--- config.mk ---
export PLATFORM = sky130hd
export DESIGN_NAME = rgb_scan_ctrl
export DESIGN_NICKNAME = d
export VERILOG_FILES = /design/src/rtl/rgb_scan_ctrl_pkg.sv /design/src/rtl/rgb_timing_gen.sv /design/src/rtl/rgb_scan_ctrl.sv
export SDC_FILE = /design/constraint.sdc
export NUM_CORES = 1
export LEC_CHECK = 0
export ABC_AREA = 0
export BUFFER_PORTS_ARGS = -buffer_cell sky130_fd_sc_hd__buf_4
export CORE_MARGIN = 4
export CORE_UTILIZATION = 40
export DETAILED_ROUTE_END_ITERATION = 12
export PLACE_DENSITY = 0.57
export REMOVE_ABC_BUFFERS = 1
export SLEW_MARGIN = 20
export SYNTH_ARGS = -nofsm -noshare
export SYNTH_HDL_FRONTEND = slang
export SYNTH_SLANG_ARGS = --single-unit
--- constraint.sdc ---
create_clock -name rgb_clk -period 3.31 [get_ports rgb_clk]
set_clock_uncertainty 0.1 [all_clocks]
set_input_delay 0.662 -clock rgb_clk [delete_from_list [all_inputs] [get_ports rgb_clk]]
set_output_delay 0.662 -clock rgb_clk [all_outputs]
set_load 0.05 [all_outputs]
--- src/rtl/rgb_scan_ctrl_pkg.sv ---
// rtl/rgb_scan_ctrl_pkg.sv - shared timing defaults and flag types for the RGB scan engine
//
// Purpose: default raster timing, framebuffer address width and the
//          per-cycle scan flag bundle carried down the delay pipeline.
// Ports:   none (package).
package rgb_scan_ctrl_pkg;

  localparam int RGB_H_ACTIVE = 64;
  localparam int RGB_H_FP     = 4;
  localparam int RGB_H_SYNC   = 8;
  localparam int RGB_H_BP     = 4;
  localparam int RGB_V_ACTIVE = 32;
  localparam int RGB_V_FP     = 2;
  localparam int RGB_V_SYNC   = 2;
  localparam int RGB_V_BP     = 2;
  localparam int RGB_RD_LAT   = 1;
  localparam int RGB_ADDR_W   = 11;
  localparam int RGB_DATA_W   = 16;

  // Syncs are kept in their active-low pin polarity so the pipeline tail
  // can drive the pins directly.
  typedef struct packed {
    logic act;
    logic hs_n;
    logic vs_n;
    logic fs;
  } scan_flags_t;

  localparam scan_flags_t FLAGS_IDLE = '{act: 1'b0, hs_n: 1'b1, vs_n: 1'b1, fs: 1'b0};

endpackage

--- src/rtl/rgb_timing_gen.sv ---
// rtl/rgb_timing_gen.sv - horizontal/vertical raster counters and stage-0 scan flags
//
// Purpose: counts pixel clocks across the line and lines across the frame,
//          and decodes the stage-0 active / sync / frame-start flags.
// Ports:   clk, rst_n (sync, active-low), en (scan enable),
//          flags0 (act, hs_n, vs_n, fs for the current counter state).
module rgb_timing_gen
  import rgb_scan_ctrl_pkg::*;
#(
  parameter int H_ACTIVE = RGB_H_ACTIVE,
  parameter int H_FP     = RGB_H_FP,
  parameter int H_SYNC   = RGB_H_SYNC,
  parameter int H_BP     = RGB_H_BP,
  parameter int V_ACTIVE = RGB_V_ACTIVE,
  parameter int V_FP     = RGB_V_FP,
  parameter int V_SYNC   = RGB_V_SYNC,
  parameter int V_BP     = RGB_V_BP
) (
  input  logic        clk,
  input  logic        rst_n,
  input  logic        en,
  output scan_flags_t flags0
);

  localparam int H_TOTAL = H_ACTIVE + H_FP + H_SYNC + H_BP;
  localparam int V_TOTAL = V_ACTIVE + V_FP + V_SYNC + V_BP;
  localparam int HW = (H_TOTAL > 2) ? $clog2(H_TOTAL) : 1;
  localparam int VW = (V_TOTAL > 2) ? $clog2(V_TOTAL) : 1;

  logic [HW-1:0] h_cnt_q, h_cnt_d;
  logic [VW-1:0] v_cnt_q, v_cnt_d;
  logic [31:0]   h_ext, v_ext;

  // Compare in 32 bits so sync-end boundaries equal to the total still fit.
  assign h_ext = 32'(h_cnt_q);
  assign v_ext = 32'(v_cnt_q);

  always_comb begin
    h_cnt_d = h_cnt_q;
    v_cnt_d = v_cnt_q;
    if (!en) begin
      // Held at the origin so re-enabling always begins a full frame.
      h_cnt_d = '0;
      v_cnt_d = '0;
    end else if (h_ext == 32'(H_TOTAL - 1)) begin
      h_cnt_d = '0;
      v_cnt_d = (v_ext == 32'(V_TOTAL - 1)) ? '0 : v_cnt_q + VW'(1);
    end else begin
      h_cnt_d = h_cnt_q + HW'(1);
    end
  end

  always_ff @(posedge clk) begin
    if (!rst_n) begin
      h_cnt_q <= '0;
      v_cnt_q <= '0;
    end else begin
      h_cnt_q <= h_cnt_d;
      v_cnt_q <= v_cnt_d;
    end
  end

  always_comb begin
    flags0.act  = en && (h_ext < 32'(H_ACTIVE)) && (v_ext < 32'(V_ACTIVE));
    flags0.hs_n = !(en && (h_ext >= 32'(H_ACTIVE + H_FP))
                       && (h_ext < 32'(H_ACTIVE + H_FP + H_SYNC)));
    flags0.vs_n = !(en && (v_ext >= 32'(V_ACTIVE + V_FP))
                       && (v_ext < 32'(V_ACTIVE + V_FP + V_SYNC)));
    flags0.fs   = en && (h_cnt_q == '0) && (v_cnt_q == '0);
  end

endmodule

--- src/rtl/rgb_scan_ctrl.sv ---
// rtl/rgb_scan_ctrl.sv - RGB framebuffer scan engine with aligned parallel-RGB timing
//
// Purpose: walks the RGB565 framebuffer in raster order on RAM port B and
//          emits pixels aligned with hsync/vsync/de/frame_start.
// Ports:   rgb_clk, rst_n (sync, active-low), en (scan enable),
//          rgb_offset (port-B address out), rgb_data (port-B read data in),
//          pix_r/pix_g/pix_b (RGB565 fields, zero in blanking),
//          hsync/vsync (active low), de, frame_start (first visible pixel).
module rgb_scan_ctrl
  import rgb_scan_ctrl_pkg::*;
#(
  parameter int H_ACTIVE = RGB_H_ACTIVE,
  parameter int H_FP     = RGB_H_FP,
  parameter int H_SYNC   = RGB_H_SYNC,
  parameter int H_BP     = RGB_H_BP,
  parameter int V_ACTIVE = RGB_V_ACTIVE,
  parameter int V_FP     = RGB_V_FP,
  parameter int V_SYNC   = RGB_V_SYNC,
  parameter int V_BP     = RGB_V_BP,
  parameter int RD_LAT   = RGB_RD_LAT
) (
  input  logic                  rgb_clk,
  input  logic                  rst_n,
  input  logic                  en,
  output logic [RGB_ADDR_W-1:0] rgb_offset,
  input  logic [RGB_DATA_W-1:0] rgb_data,
  output logic [4:0]            pix_r,
  output logic [5:0]            pix_g,
  output logic [4:0]            pix_b,
  output logic                  hsync,
  output logic                  vsync,
  output logic                  de,
  output logic                  frame_start
);

  // Flags spend RD_LAT+1 cycles in the pipe plus one in the output
  // registers, matching the address register plus the RAM read latency.
  localparam int PIPE_D = RD_LAT + 1;

  if (H_ACTIVE * V_ACTIVE > (1 << RGB_ADDR_W)) begin : g_fb_too_small
    $error("rgb_scan_ctrl: visible area exceeds framebuffer size");
  end

  scan_flags_t flags0;

  rgb_timing_gen #(
    .H_ACTIVE (H_ACTIVE),
    .H_FP     (H_FP),
    .H_SYNC   (H_SYNC),
    .H_BP     (H_BP),
    .V_ACTIVE (V_ACTIVE),
    .V_FP     (V_FP),
    .V_SYNC   (V_SYNC),
    .V_BP     (V_BP)
  ) u_timing (
    .clk    (rgb_clk),
    .rst_n  (rst_n),
    .en     (en),
    .flags0 (flags0)
  );

  logic [RGB_ADDR_W-1:0] addr_q, addr_d, addr_base;
  logic [RGB_ADDR_W-1:0] rgb_offset_q, rgb_offset_d;

  always_comb begin
    // Frame start reads address 0 in the same cycle the counter is cleared.
    addr_base    = flags0.fs ? '0 : addr_q;
    addr_d       = addr_base;
    rgb_offset_d = rgb_offset_q;
    if (!en) begin
      addr_d = '0;
    end else if (flags0.act) begin
      rgb_offset_d = addr_base;
      addr_d       = addr_base + RGB_ADDR_W'(1);
    end
  end

  always_ff @(posedge rgb_clk) begin
    if (!rst_n) begin
      addr_q       <= '0;
      rgb_offset_q <= '0;
    end else begin
      addr_q       <= addr_d;
      rgb_offset_q <= rgb_offset_d;
    end
  end

  scan_flags_t pipe_q [PIPE_D];
  scan_flags_t pipe_d [PIPE_D];
  scan_flags_t tail;

  always_comb begin
    pipe_d[0] = flags0;
    for (int i = 1; i < PIPE_D; i++) begin
      pipe_d[i] = pipe_q[i-1];
    end
  end

  always_ff @(posedge rgb_clk) begin
    if (!rst_n) begin
      for (int i = 0; i < PIPE_D; i++) begin
        pipe_q[i] <= FLAGS_IDLE;
      end
    end else begin
      pipe_q <= pipe_d;
    end
  end

  // Tail stage lines up with the cycle rgb_data holds this pixel's word.
  assign tail = pipe_q[PIPE_D-1];

  logic [4:0] pix_r_q, pix_r_d;
  logic [5:0] pix_g_q, pix_g_d;
  logic [4:0] pix_b_q, pix_b_d;
  logic       hsync_q, vsync_q, de_q, fs_q;

  always_comb begin
    pix_r_d = '0;
    pix_g_d = '0;
    pix_b_d = '0;
    if (tail.act) begin
      pix_r_d = rgb_data[15:11];
      pix_g_d = rgb_data[10:5];
      pix_b_d = rgb_data[4:0];
    end
  end

  always_ff @(posedge rgb_clk) begin
    if (!rst_n) begin
      pix_r_q <= '0;
      pix_g_q <= '0;
      pix_b_q <= '0;
      hsync_q <= 1'b1;
      vsync_q <= 1'b1;
      de_q    <= 1'b0;
      fs_q    <= 1'b0;
    end else begin
      pix_r_q <= pix_r_d;
      pix_g_q <= pix_g_d;
      pix_b_q <= pix_b_d;
      hsync_q <= tail.hs_n;
      vsync_q <= tail.vs_n;
      de_q    <= tail.act;
      fs_q    <= tail.fs;
    end
  end

  assign rgb_offset  = rgb_offset_q;
  assign pix_r       = pix_r_q;
  assign pix_g       = pix_g_q;
  assign pix_b       = pix_b_q;
  assign hsync       = hsync_q;
  assign vsync       = vsync_q;
  assign de          = de_q;
  assign frame_start = fs_q;

endmodule

# After elaboration in Yosys (flattened, before gate mapping)
# Cells that the tools add are included.
[op_classes]
n_mux = 3
eq_ne = 2
n_lt_le_gt_ge = 6
n_reduce_logical = 16
bitwise_logic = 2
add_sub_neg = 3
[op_table]
columns = ["operator", "n"]
rows = [
  ["$mux 11", 2],
  ["$lt 7x7->1 const B", 2],
  ["$lt 6x6->1 const B", 2],
  ["$add 11x1->11 const B", 1],
  ["$logic_and 1x1->1", 8],
  ["$add 7x1->7 const B", 1],
  ["$eq 7x7->1 const B", 1],
  ["$ge 7x7->1 const B", 1],
  ["$logic_not 7->1", 1],
  ["$add 6x1->6 const B", 1],
  ["$eq 6x6->1 const B", 1],
  ["$ge 6x6->1 const B", 1],
  ["$logic_not 6->1", 1],
  ["$mux 6", 1],
  ["$reduce_and 2->1", 3],
  ["$reduce_or 3->1", 1],
  ["$logic_not 1->1", 2],
  ["$not 1->1", 2],
]
[word_totals]
regBits = 63
word_cells = 51
input_bits = 19
out_inout_bits = 31

# Depth between registers and ports, before layout
# Gate-level depths: netlist of the first run.
[depth]
ltp_word = 6
depth_mapped = 11
mapped_depth_nobuf = 11

# Modules after synthesis
# A second synthesis of the first run with hierarchy kept.
[hier_totals]
cells_unflattened = 271
hier_area_um2 = 2577.5
[by_module_without_submodules]
columns = ["mod", "area_each_um2", "instances", "cells_each", "seq_area_each_um2"]
rows = [
  ["rgb_scan_ctrl", 1825.5, 1, 181, 1001.0],
  ["rgb_timing_gen", 752.0, 1, 90, 260.2],
]

# Worst setup path before layout of the first run
# Ideal clock, no wire load.
[synth_timing]
path_kind = "in2reg"
start = "input en"
end = "register addr_q[10]"
path_stages = 10
t_arrival_ns = 2.126
setup_ns = 0.121
required_time_ns = 3.089
path_buffers = 2
slack_ns = 0.962
cell_sequence = "or3b_1 buf_6 clkbuf_8 nor2_1 nor2b_1 ha_1 nand4_1 nor3_1 xnor2_1 nor2_1"
[synth_via]
elab_chain_cells = 5
word_cells_on_any_way = 8
classes_between = "add/sub (1); mux (2); reduce/logical (5)"
[synth_lines]
columns = ["item", "line", "source"]
rows = [
  ["start: declaration", "rgb_scan_ctrl.sv:24", "input logic en,"],
  ["$logic_and 1x1->1 (2 in series)", "rgb_timing_gen.sv:69", "flags0.fs = en && (h_cnt_q == '0) && (v_cnt_q == '0);"],
  ["$mux 11", "rgb_scan_ctrl.sv:67", "addr_base = flags0.fs ? '0 : addr_q;"],
  ["net addr_base[0]", "rgb_scan_ctrl.sv:62", "logic [RGB_ADDR_W-1:0] addr_q, addr_d, addr_base;"],
  ["$add 11x1->11", "rgb_scan_ctrl.sv:74", "addr_d = addr_base + RGB_ADDR_W'(1);"],
  ["$mux 11", "rgb_scan_ctrl.sv:72", "end else if (flags0.act) begin"],
  ["end signal: assignment", "rgb_scan_ctrl.sv:83", "addr_q <= addr_d;"],
  ["end: declaration", "rgb_scan_ctrl.sv:62", ""],
]
# The timed path passes the listed nets, and every way through them passes these cells.
# A chain may end at the register's enable or synchronous reset.

# Worst setup path after layout of the first run
[layout_timing]
start = "register u_timing.v_cnt_q[1]"
end = "register addr_q[10]"
[layout_via]
elab_chain_cells = 5
word_cells_on_any_way = 7
classes_between = "add/sub (1); order compare (1); mux (2); reduce/logical (3)"
[layout_lines]
columns = ["item", "line", "source"]
rows = [
  ["start: declaration", "rgb_timing_gen.sv:31", "logic [VW-1:0] v_cnt_q, v_cnt_d;"],
  ["start signal: assignment", "rgb_timing_gen.sv:59", "v_cnt_q <= v_cnt_d;"],
  ["$logic_not 6->1", "rgb_timing_gen.sv:69", ""],
  ["$logic_and 1x1->1", "rgb_timing_gen.sv:69", ""],
  ["$mux 11", "rgb_scan_ctrl.sv:67", ""],
  ["net addr_base[1]", "rgb_scan_ctrl.sv:62", ""],
  ["$add 11x1->11", "rgb_scan_ctrl.sv:74", ""],
  ["$mux 11", "rgb_scan_ctrl.sv:72", ""],
]
# The timed path passes the listed nets, and every way through them passes these cells.

==> results of run 1 <==
## layout by cell type (no fill, tap or decap), types with 2 or more instances in the layout
cell,count
sky130_fd_sc_hd__and3_1,20
sky130_fd_sc_hd__inv_1,4
sky130_fd_sc_hd__nor3_1,3
sky130_fd_sc_hd__nor4_1,2
sky130_fd_sc_hd__a22oi_2,10
sky130_fd_sc_hd__nand4_1,9
sky130_fd_sc_hd__nor2b_2,10
sky130_fd_sc_hd__buf_4,50
sky130_fd_sc_hd__nor3b_1,2
sky130_fd_sc_hd__clkinv_2,2
sky130_fd_sc_hd__a21oi_1,5
sky130_fd_sc_hd__ha_1,7
sky130_fd_sc_hd__nand2_1,16
sky130_fd_sc_hd__nor2_1,23
sky130_fd_sc_hd__clkbuf_8,12
sky130_fd_sc_hd__nand3_1,6
sky130_fd_sc_hd__xor2_1,6
sky130_fd_sc_hd__nor2b_1,5
sky130_fd_sc_hd__o21ai_0,4
sky130_fd_sc_hd__xnor2_1,10
sky130_fd_sc_hd__nand2b_1,4
sky130_fd_sc_hd__dfxtp_1,63
sky130_fd_sc_hd__and2_1,7
## cell type report
cell class,count,area share [%]
Sequential cell,63,41.14
Inverter,4,0.4898
Clock buffer,12,5.388
Tap cell,75,3.061
Clock inverter,3,0.5714
Multi-Input combinational cell,162,37.10
Timing Repair Buffer,50,12.24
## per-layer routing
layer	GRT usage, %	up-vias
li1	-	921
met1	19.10	807
met2	19.96	51
met3	7.319	7
met4	4.674	0
met5	0	-
## cells in the mapped netlist, types with 2 or more instances
library cell and n:
sky130_fd_sc_hd__dfxtp_1 63, sky130_fd_sc_hd__nor2_1 23, sky130_fd_sc_hd__and3_1 20, sky130_fd_sc_hd__nand2_1 16, sky130_fd_sc_hd__a22oi_2 10, sky130_fd_sc_hd__nor2b_2 10
sky130_fd_sc_hd__xnor2_1 10, sky130_fd_sc_hd__nand4_1 9, sky130_fd_sc_hd__and2_1 7, sky130_fd_sc_hd__ha_1 7, sky130_fd_sc_hd__clkbuf_1 6, sky130_fd_sc_hd__nand3_1 6
sky130_fd_sc_hd__xor2_1 6, sky130_fd_sc_hd__a21oi_1 5, sky130_fd_sc_hd__nor2b_1 5, sky130_fd_sc_hd__inv_1 4, sky130_fd_sc_hd__nand2b_1 4, sky130_fd_sc_hd__o21ai_0 4
sky130_fd_sc_hd__nor3_1 3, sky130_fd_sc_hd__buf_2 2, sky130_fd_sc_hd__buf_6 2, sky130_fd_sc_hd__nor3b_1 2, sky130_fd_sc_hd__nor4_1 2
## cell families (layout without fill, tap and decap cells)
family | count (synthesis) | count (layout)
and+or+nand+nor | 113 | 113
AOI/OAI and AO/OA | 25 | 25
buffers and inverters | 15 | 69
muxes | 1 | 1
DFF | 63 | 63
xor gates and xnor gates | 16 | 16
adders and majority gates | 7 | 7
## worst paths after layout
| check | from | slack (ns) | cells past startpoint | end |
|---|---|---|---|---|
| worst min-delay path | pipe_q[2]$_SDFF_PN1_ | 0.31 | 1 | hsync$_SDFF_PN1_ |
| worst min register to register | pipe_q[2]$_SDFF_PN1_ | 0.31 | 1 | hsync$_SDFF_PN1_ |
| worst max register to register | u_timing.v_cnt_q[1]$_SDFFE_PN0P_ | 0.92 | 11 | addr_q[10]$_SDFF_PN0_ |
| worst max-delay path | u_timing.v_cnt_q[1]$_SDFFE_PN0P_ | 0.92 | 11 | addr_q[10]$_SDFF_PN0_ |
## state kept, by name (all words and copies together) (netlist names)
signal / cells
pipe_d: 4
pix_b: 5
pipe_q: 4
u_timing.v_cnt_q: 6
frame_start: 1
de: 1
addr_q: 11
vsync: 1
hsync: 1
pix_r: 5
u_timing.h_cnt_q: 7
pix_g: 6
rgb_offset: 11
## metrics by stage
stage               cell area (um^2)  instances  utilization, %  setup WS [ns]
floorplan                       2414        229               -         0.7644
global placement                2883        354           48.40         0.9923
detailed placement              2883        354           48.40         0.9342
CTS                             3065        369           51.47         0.9250
global route                    3065        369           51.47         0.7022
finish                          3065        369           51.47         0.9185
## report_power, final
part           switching, W  internal [W]
registers        0.00000392      0.000765
logic             0.0000405     0.0000293
clock network      0.000279      0.000326
==> impl_metrics.prom, run 1 <==
# TYPE chip_impl_metric gauge
chip_impl_info{name="ys_dominant_reg_cell",value="sky130_fd_sc_hd__dfxtp_1"} 1
chip_impl_info{name="rsz0062_at_grt",value="false"} 1
chip_impl_metric{name="starting_density_of_the_core",unit="%"} 41.68
chip_impl_metric{name="die_h",unit="um"} 86.78
chip_impl_metric{name="timing.max_slew.rel_slack",unit="%"} 67.12
chip_impl_info{name="synth_largest_area_cell",value="sky130_fd_sc_hd__dfxtp_1"} 1
chip_impl_metric{name="fill_cells",unit=""} 583
chip_impl_metric{name="netlist.area_leader.share",unit="%"} 50.81
chip_impl_metric{name="clock_tree.buffer_depth",unit=""} 2
chip_impl_metric{name="syn-mean-instance-area",unit="um^2"} 10.34
chip_impl_metric{name="cts-hold-fix-buffers",unit=""} 0
chip_impl_metric{name="path_clk_slew",unit="ns"} 0.06
chip_impl_metric{name="critical_path.max_fanout",unit=""} 6
chip_impl_metric{name="post_cts_resized",unit=""} 0
chip_impl_metric{name="timing.final.crit_period",unit="ns"} 2.392
chip_impl_metric{name="detail_route_antenna_nets",unit=""} 0
chip_impl_metric{name="rows",unit=""} 28
chip_impl_info{name="chain_of_cells_forming_the_critical_path",value="inv_1, ha_1, and4bb_2, nand3_1, nor2_1, nor2b_1, ha_1, nand4_1, nor3_1, xnor2_1, nor2_1"} 1
chip_impl_metric{name="core_area",unit="um^2"} 5956
chip_impl_metric{name="routabilityCongestion",unit=""} 0.7417
chip_impl_metric{name="grt_start_max_net_pins",unit=""} 39
chip_impl_metric{name="hold_violations",unit=""} 0
chip_impl_metric{name="met2WireLength",unit="um"} 1940
chip_impl_metric{name="drv.max_cap_violation_count",unit=""} 0
chip_impl_metric{name="worst_ep_arrival_time",unit="ns"} 2.50
chip_impl_info{name="cpLargestDelayFamily",value="simple AND/OR/NAND/NOR gates"} 1
chip_impl_metric{name="synth.lib_cells_used.distinct",unit=""} 37
chip_impl_info{name="dominant_combinational_cell_family_by_area_after_synthesis",value="simple AND/OR/NAND/NOR gates"} 1
chip_impl_metric{name="worstSkewPairLatency",unit="ns"} 0.33
chip_impl_info{name="crit_path_end_kind",value="flip-flop"} 1
chip_impl_metric{name="synth.ff_latch_count",unit=""} 63
chip_impl_metric{name="antenna_violations_before_repair",unit=""} 0
chip_impl_metric{name="drt_wl_total",unit="um"} 4838
chip_impl_metric{name="synth_compound_gate_area_share",unit="%"} 9.526
chip_impl_metric{name="vias_per_cell",unit=""} 4.840
chip_impl_metric{name="postCtsSetupBuffers",unit=""} 0
chip_impl_metric{name="io_pins",unit=""} 50
chip_impl_metric{name="routed_via_count",unit=""} 1786
chip_impl_info{name="critical_path_class",value="flip-flop to flip-flop"} 1
chip_impl_metric{name="worst-endpoint-required",unit="ns"} 3.42
chip_impl_metric{name="nets",unit=""} 316
chip_impl_info{name="cts_tree",value="built"} 1
chip_impl_metric{name="ys_seq_area_share",unit="%"} 50.81
chip_impl_info{name="status",value="complete, no violations"} 1
chip_impl_metric{name="cts-htree-levels",unit=""} 3
chip_impl_metric{name="cell_area_synth",unit="um^2"} 2482
chip_impl_metric{name="ir_worst_vdd",unit="mV"} 0.2387
chip_impl_metric{name="first_global_vias",unit=""} 1720
chip_impl_metric{name="detail_route.iter0.violations",unit=""} 66
chip_impl_metric{name="post_route_cells_drive_above_1_share",unit="%"} 30.61
chip_impl_metric{name="port_buffers",unit=""} 49
chip_impl_metric{name="setup_total_negative_slack",unit="ns"} 0
chip_impl_metric{name="yosys.area_share.xor_xnor",unit="%"} 5.645
chip_impl_metric{name="route.met3.wl",unit="um"} 412
chip_impl_metric{name="multiInputGateArea",unit="um^2"} 1137
chip_impl_metric{name="cts_made_buffers",unit=""} 9
chip_impl_metric{name="synth.yosys.warnings",unit=""} 0
chip_impl_metric{name="insertedDiodeCount",unit=""} 0
chip_impl_metric{name="asyncSetResetFlopFracSynth",unit="%"} 0
chip_impl_metric{name="worst_slew_pin_slew",unit="ns"} 0.4932
chip_impl_metric{name="register_area",unit="um^2"} 1261
chip_impl_metric{name="detail_route.wl_per_cell",unit="um"} 13.11
chip_impl_metric{name="layout-area-overhead-vs-synth",unit="%"} 23.49
chip_impl_metric{name="maximum_operating_frequency",unit="GHz"} 0.4181
chip_impl_metric{name="detail_route.drc_violations",unit=""} 0
chip_impl_metric{name="slew_viol_final",unit=""} 0
chip_impl_metric{name="synth.mux.area_fraction",unit="%"} 0.4032
chip_impl_metric{name="routedLengthMet1",unit="um"} 2425
chip_impl_metric{name="grt.total_usage",unit="%"} 14.31
chip_impl_metric{name="clock_sinks",unit=""} 63
chip_impl_metric{name="holdWs",unit="ns"} 0.3126
chip_impl_metric{name="design.die.area",unit="um^2"} 7530
chip_impl_metric{name="period_share",unit="%"} 72.25
chip_impl_info{name="clock-root-buffer",value="sky130_fd_sc_hd__clkbuf_8"} 1
chip_impl_metric{name="fp.dieW",unit="um"} 86.78
chip_impl_info{name="crit_path_start_kind",value="flip-flop"} 1
chip_impl_metric{name="power.total",unit="W"} 0.001443
chip_impl_info{name="hp-class",value="flip-flop to flip-flop"} 1
chip_impl_metric{name="post_synth_and_or_nand_nor_area_fraction",unit="%"} 26.71
chip_impl_metric{name="leakage_component_of_the_power",unit="nW"} 1.239
chip_impl_metric{name="gr-total-overflow",unit=""} 0
chip_impl_metric{name="place_hpwl",unit="um"} 3431
chip_impl_metric{name="grt_first_pass_wirelength",unit="um"} 8224
chip_impl_metric{name="worst-path-buf-inv",unit=""} 1
chip_impl_metric{name="cp_slowest_stage_delay",unit="ns"} 0.42
chip_impl_info{name="highest_layer",value="met4"} 1
chip_impl_metric{name="finalSetupViolations",unit=""} 0
chip_impl_metric{name="p_per_area",unit="nW/um^2"} 470.8
chip_impl_metric{name="synth_adder_area_share",unit="%"} 3.528
chip_impl_metric{name="drt-pass1-iter-count",unit=""} 4
chip_impl_metric{name="number_of_synthesized_flops_with_an_enable_pin",unit=""} 0
chip_impl_info{name="synth.area.top_cells",value="sky130_fd_sc_hd__dfxtp_1, sky130_fd_sc_hd__a22oi_2, sky130_fd_sc_hd__and3_1"} 1
chip_impl_metric{name="syn_inst",unit=""} 240
chip_impl_info{name="cp_slowest_cell",value="sky130_fd_sc_hd__dfxtp_1"} 1
No activity file was read; power rests on OpenSTA's default activity.
==> run 2, diff against run 1 <==
==> constraint.sdc (replaced) <==
create_clock -name rgb_clk -period 2.4 [get_ports rgb_clk]
set_clock_uncertainty 0.1 [all_clocks]
set_input_delay 0.48 -clock rgb_clk [delete_from_list [all_inputs] [get_ports rgb_clk]]
set_output_delay 0.48 -clock rgb_clk [all_outputs]
set_load 0.05 [all_outputs]
==> run 2 against run 1 <==
Compared with the run above:
- largest power group unchanged
- via count is 0.67% lower
- maximum frequency is 11% higher
- routed wire length is 1.2% lower
- combinational power is 44% higher
- critical path depth stayed put
- final cell count is 1.9% higher
- sequential share of layout area is 0.83 points lower
- flip-flop and latch count stayed put
- sequential power is 38% higher
- first-iteration DRC count is 9.1% lower
- highest routed layer unchanged
- worst hold slack worse by 0.023 ns
==> impl_metrics.prom, run 2 (synthesis gave the netlist of run 1 again) <==
# TYPE chip_impl_metric gauge
chip_impl_metric{name="post_route_cells_drive_above_1_share",unit="%"} 32.89
chip_impl_info{name="crit_path_end_kind",value="flip-flop"} 1
chip_impl_metric{name="pwr-share-comb",unit="%"} 5.0
chip_impl_metric{name="multiInputGateArea",unit="um^2"} 1145
chip_impl_metric{name="pwr-share-clk",unit="%"} 42.6
chip_impl_metric{name="p_int",unit="W"} 0.001585
chip_impl_metric{name="setup_total_negative_slack",unit="ns"} 0
chip_impl_metric{name="timing.final.crit_period",unit="ns"} 2.158
chip_impl_metric{name="grt.total_usage",unit="%"} 14.17
chip_impl_metric{name="worst-endpoint-required",unit="ns"} 2.52
chip_impl_metric{name="post-route-worst-setup-slack",unit="ns"} 0.2417
chip_impl_metric{name="cts-htree-levels",unit=""} 3
chip_impl_metric{name="postCtsSetupBuffers",unit=""} 0
chip_impl_metric{name="rows",unit=""} 28
chip_impl_metric{name="timing.max_slew.rel_slack",unit="%"} 67.55
chip_impl_metric{name="slew_viol_final",unit=""} 0
chip_impl_metric{name="finalSetupViolations",unit=""} 0
chip_impl_metric{name="register_area",unit="um^2"} 1262
chip_impl_metric{name="starting_density_of_the_core",unit="%"} 41.68
chip_impl_metric{name="drv.max_cap_violation_count",unit=""} 0
chip_impl_metric{name="grt_start_max_net_pins",unit=""} 37
chip_impl_metric{name="insertedDiodeCount",unit=""} 0
chip_impl_metric{name="p_per_area",unit="nW/um^2"} 645.4
chip_impl_metric{name="post_cts_resized",unit=""} 0
chip_impl_metric{name="switchingPower",unit="W"} 0.0004360
chip_impl_info{name="status",value="complete, no violations"} 1
chip_impl_metric{name="detail_route.wl_per_cell",unit="um"} 12.71
chip_impl_metric{name="nets",unit=""} 322
chip_impl_info{name="clock-root-buffer",value="sky130_fd_sc_hd__clkbuf_8"} 1
chip_impl_metric{name="fp.dieW",unit="um"} 86.78
chip_impl_metric{name="routabilityCongestion",unit=""} 0.7569
chip_impl_metric{name="layout-area-overhead-vs-synth",unit="%"} 26.16
chip_impl_metric{name="first_global_vias",unit=""} 1717
chip_impl_metric{name="detail_route_antenna_nets",unit=""} 0
chip_impl_metric{name="routed_via_count",unit=""} 1774
chip_impl_metric{name="hold_violations",unit=""} 0
chip_impl_metric{name="detail_route.drc_violations",unit=""} 0
chip_impl_metric{name="grt_first_pass_wirelength",unit="um"} 8252
chip_impl_metric{name="final_core_utilization",unit="%"} 52.58
chip_impl_metric{name="drt-pass1-iter-count",unit=""} 4
chip_impl_metric{name="path_clk_slew",unit="ns"} 0.06
chip_impl_info{name="rsz0062_at_grt",value="false"} 1
chip_impl_metric{name="period_share",unit="%"} 89.93
chip_impl_info{name="mostFrequentLayoutCells",value="sky130_fd_sc_hd__dfxtp_1, sky130_fd_sc_hd__buf_4, sky130_fd_sc_hd__nor2_1"} 1
chip_impl_metric{name="p_seq_share",unit="%"} 52.4
chip_impl_metric{name="design.die.area",unit="um^2"} 7530
chip_impl_metric{name="power.switching_fraction",unit="%"} 21.57
chip_impl_metric{name="clock_sinks",unit=""} 63
chip_impl_metric{name="fill_cells",unit=""} 572
chip_impl_info{name="cts_tree",value="built"} 1
chip_impl_info{name="crit_path_start_kind",value="flip-flop"} 1
chip_impl_metric{name="port_buffers",unit=""} 49
chip_impl_metric{name="ir_worst_vdd",unit="mV"} 0.3471
chip_impl_info{name="layout_commonest_cell",value="sky130_fd_sc_hd__dfxtp_1"} 1
chip_impl_info{name="hp-class",value="input pin to flip-flop"} 1
chip_impl_metric{name="critical_path.max_fanout",unit=""} 5
chip_impl_metric{name="vias_per_cell",unit=""} 4.718
chip_impl_metric{name="place_hpwl",unit="um"} 3482
chip_impl_info{name="critical_path_class",value="flip-flop to flip-flop"} 1
chip_impl_metric{name="clock_tree.buffer_depth",unit=""} 2
chip_impl_info{name="cpMostUsedCell",value="sky130_fd_sc_hd__nor2_1"} 1
chip_impl_metric{name="worst_slew_pin_slew",unit="ns"} 0.4867
chip_impl_info{name="cp_slowest_cell",value="sky130_fd_sc_hd__dfxtp_2"} 1
chip_impl_metric{name="detailedPlace.worstSlack",unit="ns"} 0.1464
chip_impl_metric{name="die_h",unit="um"} 86.78
chip_impl_metric{name="worst_ep_arrival_time",unit="ns"} 2.27
chip_impl_metric{name="worstSkewPairLatency",unit="ns"} 0.33
chip_impl_metric{name="cts_made_buffers",unit=""} 9
chip_impl_metric{name="maximum_operating_frequency",unit="GHz"} 0.4633
chip_impl_metric{name="leakage_component_of_the_power",unit="nW"} 1.272
chip_impl_metric{name="holdWs",unit="ns"} 0.2892
chip_impl_metric{name="drt_wl_total",unit="um"} 4780
chip_impl_metric{name="detail_route.iter0.violations",unit=""} 60
chip_impl_metric{name="io_pins",unit=""} 50
chip_impl_metric{name="cts-hold-fix-buffers",unit=""} 0
chip_impl_metric{name="gr-total-overflow",unit=""} 0
chip_impl_metric{name="core_area",unit="um^2"} 5956
chip_impl_info{name="chain_of_cells_forming_the_critical_path",value="inv_1, ha_1, and4bb_2, nand3_1, nor2_1, nor2b_1, ha_2, nand4_1, nor3_1, xnor2_1, nor2_1"} 1
chip_impl_metric{name="cp_slowest_stage_delay",unit="ns"} 0.36
chip_impl_metric{name="antenna_violations_before_repair",unit=""} 0
## run 2: cell count changes in the layout (fill, tap and decap cells not counted), sizes merged
cell,change
buf,+6
clkinv,-1
clkbuf,+2
## run 2: metrics by stage
step | std cells | cell area, um^2 | power, W
2_1_floorplan | 229 | 2414 | 0.001133
3_3_place_gp | 360 | 2928 | 0.001186
3_5_place_dp | 360 | 2928 | 0.001186
4_1_cts | 376 | 3123 | 0.002056
5_1_grt | 376 | 3132 | 0.002126
6_report | 376 | 3132 | 0.002021
## run 2: cell type report
type / count / area share, %
multi-input cells: 162 / 36.56
clock buffers: 14 / 5.833
inverters: 4 / 0.4794
flip-flops and latches: 63 / 40.31
clock inverters: 2 / 0.3995
well taps: 75 / 2.996
repair buffers: 56 / 13.42
## run 2: worst max-delay path: cells and delay by family (launching register included)
| kind | cells | cell delay (ns) |
|---|---|---|
| flops | 1 | 0.36 |
| xor+xnor | 1 | 0.14 |
| fa+ha+maj | 2 | 0.41 |
| simple gates | 7 | 0.97 |
| buf+inv | 1 | 0.07 |
## run 2: final timing paths
path	start	to	slack [ns]	depth (start not counted)
min	rgb_data[5]	pix_g[0]$_SDFF_PN0_	0.29	2
max reg2reg	u_timing.v_cnt_q[0]$_SDFFE_PN0P_	addr_q[8]$_SDFF_PN0_	0.24	11
min reg2reg	pipe_d[2]$_SDFF_PN1_	pipe_q[2]$_SDFF_PN1_	0.30	1
max	u_timing.v_cnt_q[0]$_SDFFE_PN0P_	addr_q[8]$_SDFF_PN0_	0.24	11
## run 2: layer usage
layer / up-vias / wire [um] / global-route usage (%)
met2: 56 / 1923 / 20.03
met1: 779 / 2396 / 19.28
met3: 6 / 402 / 6.274
met4: 0 / 59 / 4.674
met5: - / 0 / 0
li1: 933 / - / -
## run 2: power groups by stage
stage	Clock [W]	Combinational (W)	Sequential (W)
3_3_place_gp	0	0.000103	0.00108
3_5_place_dp	0	0.000103	0.00108
5_1_grt	0.000955	0.000111	0.00106
6_report	0.000860	0.000101	0.00106
2_1_floorplan	0	0.0000383	0.00109
4_1_cts	0.000893	0.000103	0.00106
==> run 3, diff against run 2 <==
--- a/config.mk
+++ b/config.mk
@@ -5,7 +5,7 @@
 export SDC_FILE = /design/constraint.sdc
 export NUM_CORES = 1
 export LEC_CHECK = 0
-export ABC_AREA = 0
+export ABC_AREA = 1
 export BUFFER_PORTS_ARGS = -buffer_cell sky130_fd_sc_hd__buf_4
 export CORE_MARGIN = 4
 export CORE_UTILIZATION = 40
==> run 3 against run 2 <==
Compared with the run above:
- via count up 13%
- register-to-register slack about the same
- sequential share of layout area shrank 0.10 points
- highest routed layer unchanged
- clock-buffer cell count fell by 2
- largest power group is now the clock network
- final cell count rose by 18%
==> impl_metrics.prom, run 3 <==
# TYPE chip_impl_metric gauge
chip_impl_info{name="status",value="complete, no violations"} 1
chip_impl_metric{name="power.switching_fraction",unit="%"} 21.21
chip_impl_metric{name="slew_viol_final",unit=""} 0
chip_impl_metric{name="insertedDiodeCount",unit=""} 0
chip_impl_metric{name="layout-area-overhead-vs-synth",unit="%"} 28.89
chip_impl_info{name="worstHoldEndpoint",value="pix_b[2]$_SDFF_PN0_"} 1
chip_impl_metric{name="first_global_vias",unit=""} 1887
chip_impl_metric{name="post_route_cells_drive_above_1_share",unit="%"} 24.73
chip_impl_metric{name="cts-htree-levels",unit=""} 3
chip_impl_metric{name="finalSetupViolations",unit=""} 0
chip_impl_metric{name="worst-path-buf-inv",unit=""} 3
chip_impl_metric{name="rows",unit=""} 28
chip_impl_info{name="rsz0062_at_grt",value="false"} 1
chip_impl_metric{name="fp.dieW",unit="um"} 86
chip_impl_metric{name="port_buffers",unit=""} 49
chip_impl_metric{name="postCtsSetupBuffers",unit=""} 0
chip_impl_metric{name="clock_sinks",unit=""} 63
chip_impl_info{name="hp-class",value="input pin to flip-flop"} 1
chip_impl_info{name="ys_dominant_reg_cell",value="sky130_fd_sc_hd__dfxtp_1"} 1
chip_impl_metric{name="drv.max_cap_violation_count",unit=""} 0
chip_impl_metric{name="synth.yosys.warnings",unit=""} 0
chip_impl_metric{name="worst_ep_arrival_time",unit="ns"} 2.32
chip_impl_metric{name="io_pins",unit=""} 50
chip_impl_info{name="clock-root-buffer",value="sky130_fd_sc_hd__clkbuf_8"} 1
chip_impl_metric{name="worst_slew_pin_slew",unit="ns"} 0.5292
chip_impl_metric{name="drt-pass1-iter-count",unit=""} 4
chip_impl_info{name="critical_path_class",value="flip-flop to flip-flop"} 1
chip_impl_info{name="worst_r2r_startpoint",value="u_timing.v_cnt_q[0]$_SDFFE_PN0P_"} 1
chip_impl_metric{name="antenna_violations_before_repair",unit=""} 0
chip_impl_info{name="startpoint",value="u_timing.v_cnt_q[0]$_SDFFE_PN0P_"} 1
chip_impl_metric{name="routed_via_count",unit=""} 2000
chip_impl_metric{name="gr-total-overflow",unit=""} 0
chip_impl_metric{name="post-route-worst-setup-slack",unit="ns"} 0.2487
chip_impl_metric{name="cts-hold-fix-buffers",unit=""} 0
chip_impl_metric{name="core_area",unit="um^2"} 5921
chip_impl_info{name="cp_slowest_cell",value="sky130_fd_sc_hd__dfxtp_1"} 1
chip_impl_info{name="yosys.cell_count.top_type",value="sky130_fd_sc_hd__dfxtp_1"} 1
chip_impl_metric{name="grt.total_usage",unit="%"} 14.73
chip_impl_metric{name="worst-endpoint-required",unit="ns"} 2.57
chip_impl_metric{name="holdPathStages",unit=""} 3
chip_impl_metric{name="die_h",unit="um"} 86
chip_impl_metric{name="detail_route_antenna_nets",unit=""} 0
chip_impl_metric{name="setup_total_negative_slack",unit="ns"} 0
chip_impl_metric{name="dp.cells",unit=""} 428
chip_impl_info{name="mostFrequentLayoutCells",value="sky130_fd_sc_hd__dfxtp_1, sky130_fd_sc_hd__buf_4, sky130_fd_sc_hd__inv_1"} 1
chip_impl_metric{name="number_of_synthesized_flops_with_an_enable_pin",unit=""} 0
chip_impl_metric{name="syn_inst",unit=""} 306
chip_impl_metric{name="ys_seq_area_share",unit="%"} 51.83
chip_impl_metric{name="r2r_cells",unit=""} 16
chip_impl_metric{name="detail_route.drc_violations",unit=""} 0
chip_impl_metric{name="leakage_component_of_the_power",unit="nW"} 1.450
chip_impl_metric{name="period_share",unit="%"} 89.64
chip_impl_metric{name="critical_path.max_fanout",unit=""} 5
chip_impl_info{name="chain_of_cells_forming_the_critical_path",value="inv_1, ha_1, nand2_1, nor2_1, nand3_4, inv_1, nor2_1, ha_1, inv_1, nor2_2, nand3_2, nor2_2, nand3_1, nand2_1, nand2_1, nor2_1"} 1
chip_impl_metric{name="design.die.area",unit="um^2"} 7396
chip_impl_metric{name="routabilityCongestion",unit=""} 0.7993
chip_impl_metric{name="grt_start_max_net_pins",unit=""} 20
chip_impl_metric{name="vias_per_cell",unit=""} 4.515
chip_impl_metric{name="drt_wl_total",unit="um"} 4958
chip_impl_metric{name="maximum_operating_frequency",unit="GHz"} 0.4648
chip_impl_metric{name="holdWs",unit="ns"} 0.2591
chip_impl_metric{name="detail_route.wl_per_cell",unit="um"} 11.19
chip_impl_info{name="holdCritStartpoint",value="rgb_data[2]"} 1
chip_impl_metric{name="number_of_cells_in_the_finished_layout_apart_from_fillers",unit=""} 443
chip_impl_info{name="crit_path_start_kind",value="flip-flop"} 1
chip_impl_metric{name="pwr-share-comb",unit="%"} 6.7
chip_impl_metric{name="post_cts_resized",unit=""} 0
chip_impl_metric{name="place_hpwl",unit="um"} 3614
chip_impl_metric{name="fill_cells",unit=""} 595
chip_impl_info{name="synth.area.top_cells",value="sky130_fd_sc_hd__dfxtp_1, sky130_fd_sc_hd__inv_1, sky130_fd_sc_hd__nand2_1"} 1
chip_impl_metric{name="grt_first_pass_wirelength",unit="um"} 8597
chip_impl_metric{name="ir_worst_vdd",unit="mV"} 0.3714
chip_impl_metric{name="cts_made_buffers",unit=""} 9
chip_impl_info{name="cpLargestDelayFamily",value="simple AND/OR/NAND/NOR gates"} 1
chip_impl_metric{name="pwr-share-clk",unit="%"} 48.0
chip_impl_metric{name="synth.ff_latch_count",unit=""} 63
chip_impl_info{name="crit_path_end_kind",value="flip-flop"} 1
chip_impl_info{name="synth_largest_area_cell",value="sky130_fd_sc_hd__dfxtp_1"} 1
chip_impl_metric{name="path_clk_slew",unit="ns"} 0.07
chip_impl_metric{name="p_seq_share",unit="%"} 45.3
chip_impl_metric{name="p_int",unit="W"} 0.001862
chip_impl_metric{name="cell_area_synth",unit="um^2"} 2434
chip_impl_metric{name="synth.lib_cells_used.distinct",unit=""} 27
chip_impl_metric{name="nets",unit=""} 390
chip_impl_info{name="rr_endpoint",value="addr_q[8]$_SDFF_PN0_"} 1
chip_impl_metric{name="timing.final.crit_period",unit="ns"} 2.151
chip_impl_info{name="synth.cells.most_frequent",value="sky130_fd_sc_hd__dfxtp_1, sky130_fd_sc_hd__inv_1, sky130_fd_sc_hd__nand2_1, sky130_fd_sc_hd__nor2_1, sky130_fd_sc_hd__a21oi_1"} 1
chip_impl_metric{name="cp_slowest_stage_delay",unit="ns"} 0.39
chip_impl_metric{name="detailedPlace.worstSlack",unit="ns"} 0.2721
chip_impl_metric{name="switchingPower",unit="W"} 0.0005012
chip_impl_metric{name="hold_violations",unit=""} 0
chip_impl_info{name="layout_commonest_cell",value="sky130_fd_sc_hd__dfxtp_1"} 1
chip_impl_metric{name="syn-mean-instance-area",unit="um^2"} 7.953
chip_impl_metric{name="timing.max_slew.rel_slack",unit="%"} 64.63
chip_impl_metric{name="asyncSetResetFlopFracSynth",unit="%"} 0
chip_impl_metric{name="r2r_slack",unit="ns"} 0.25
chip_impl_metric{name="clock_tree.buffer_depth",unit=""} 2
chip_impl_metric{name="worstSkewPairLatency",unit="ns"} 0.34
chip_impl_metric{name="p_per_area",unit="nW/um^2"} 753.4
chip_impl_info{name="cts_tree",value="built"} 1
chip_impl_metric{name="netlist.area_leader.share",unit="%"} 51.83
chip_impl_metric{name="detail_route.iter0.violations",unit=""} 57
chip_impl_metric{name="starting_density_of_the_core",unit="%"} 41.10
==> run 3: cell types whose count changed after synthesis, sizes merged, moves of 15 or more <==
cell and change:
nor2b -15, inv +52, and3 -20, nor2 +23, a21oi +21, nand2 +32
==> run 3: area by class of cell <==
cell class                 instances  area, um^2  area share, %
inverter                          56       210.2          6.701
tap                               75       93.84          2.992
multi-input combinational        181       928.4          29.60
sequential                        63        1261          40.21
clock buffer                      12       155.1          4.946
timing repair buffer              53       397.9          12.68
clock inverter                     3       90.09          2.872
==> run 3: worst max-delay path by stage <==
| stage | slack (ns) | cells past startpoint | end |
|---|---|---|---|
| floorplan | 0.31 | 15 | addr_q[8]$_SDFF_PN0_ |
| CTS | 0.25 | 16 | addr_q[8]$_SDFF_PN0_ |
| detailed placement | 0.27 | 16 | addr_q[8]$_SDFF_PN0_ |
| global placement | 0.32 | 15 | addr_q[8]$_SDFF_PN0_ |
| finish | 0.25 | 16 | addr_q[8]$_SDFF_PN0_ |
| global route | 0.0002 | 16 | addr_q[8]$_SDFF_PN0_ |
==> run 3: tightest hold or removal path, cell delays in order <==
cell                     delay [ns]
sky130_fd_sc_hd__buf_4         0.07
sky130_fd_sc_hd__inv_1         0.03
sky130_fd_sc_hd__nor2_1        0.08
==> run 3: metrics by stage <==
stage	utilization, %	instance area [um^2]	total power, W
after detailed placement	48.84	2892	0.001255
after CTS	52.98	3137	0.002394
after floorplan	-	2400	0.001188
final	52.98	3137	0.002363
after global placement	48.84	2892	0.001255
after global routing	52.98	3137	0.002465
==> run 3: metal layers <==
metal	wire [um]	up-vias	track usage [%]	part of all wire, %
li1	-	1073	-	-
met1	2445	875	19.80	49
met2	2118	46	21.93	43
met3	319	6	3.554	6.4
met4	74	0	7.338	1.5
met5	0	-	0	0
==> run 3: cell families (layout without fill, tap and decap cells) <==
| kind of cell | Yosys count | after routing | synth area share (%) |
|---|---|---|---|
| AND/OR/NAND/NOR | 127 | 127 | 24.27 |
| flip-flops | 63 | 63 | 51.83 |
| buffers and inverters | 62 | 124 | 10.03 |
| AO/OA/AOI/OAI | 47 | 47 | 10.28 |
| adder cells (fa/ha/maj) | 7 | 7 | 3.599 |
==> run 3: power by group through the flow <==
stage	logic, W	registers, W	clock network (W)
CTS	0.000160	0.00107	0.00116
global route	0.000174	0.00107	0.00122
finish	0.000159	0.00107	0.00113
detailed placement	0.000160	0.00109	0
global placement	0.000161	0.00109	0
floorplan	0.0000506	0.00114	0
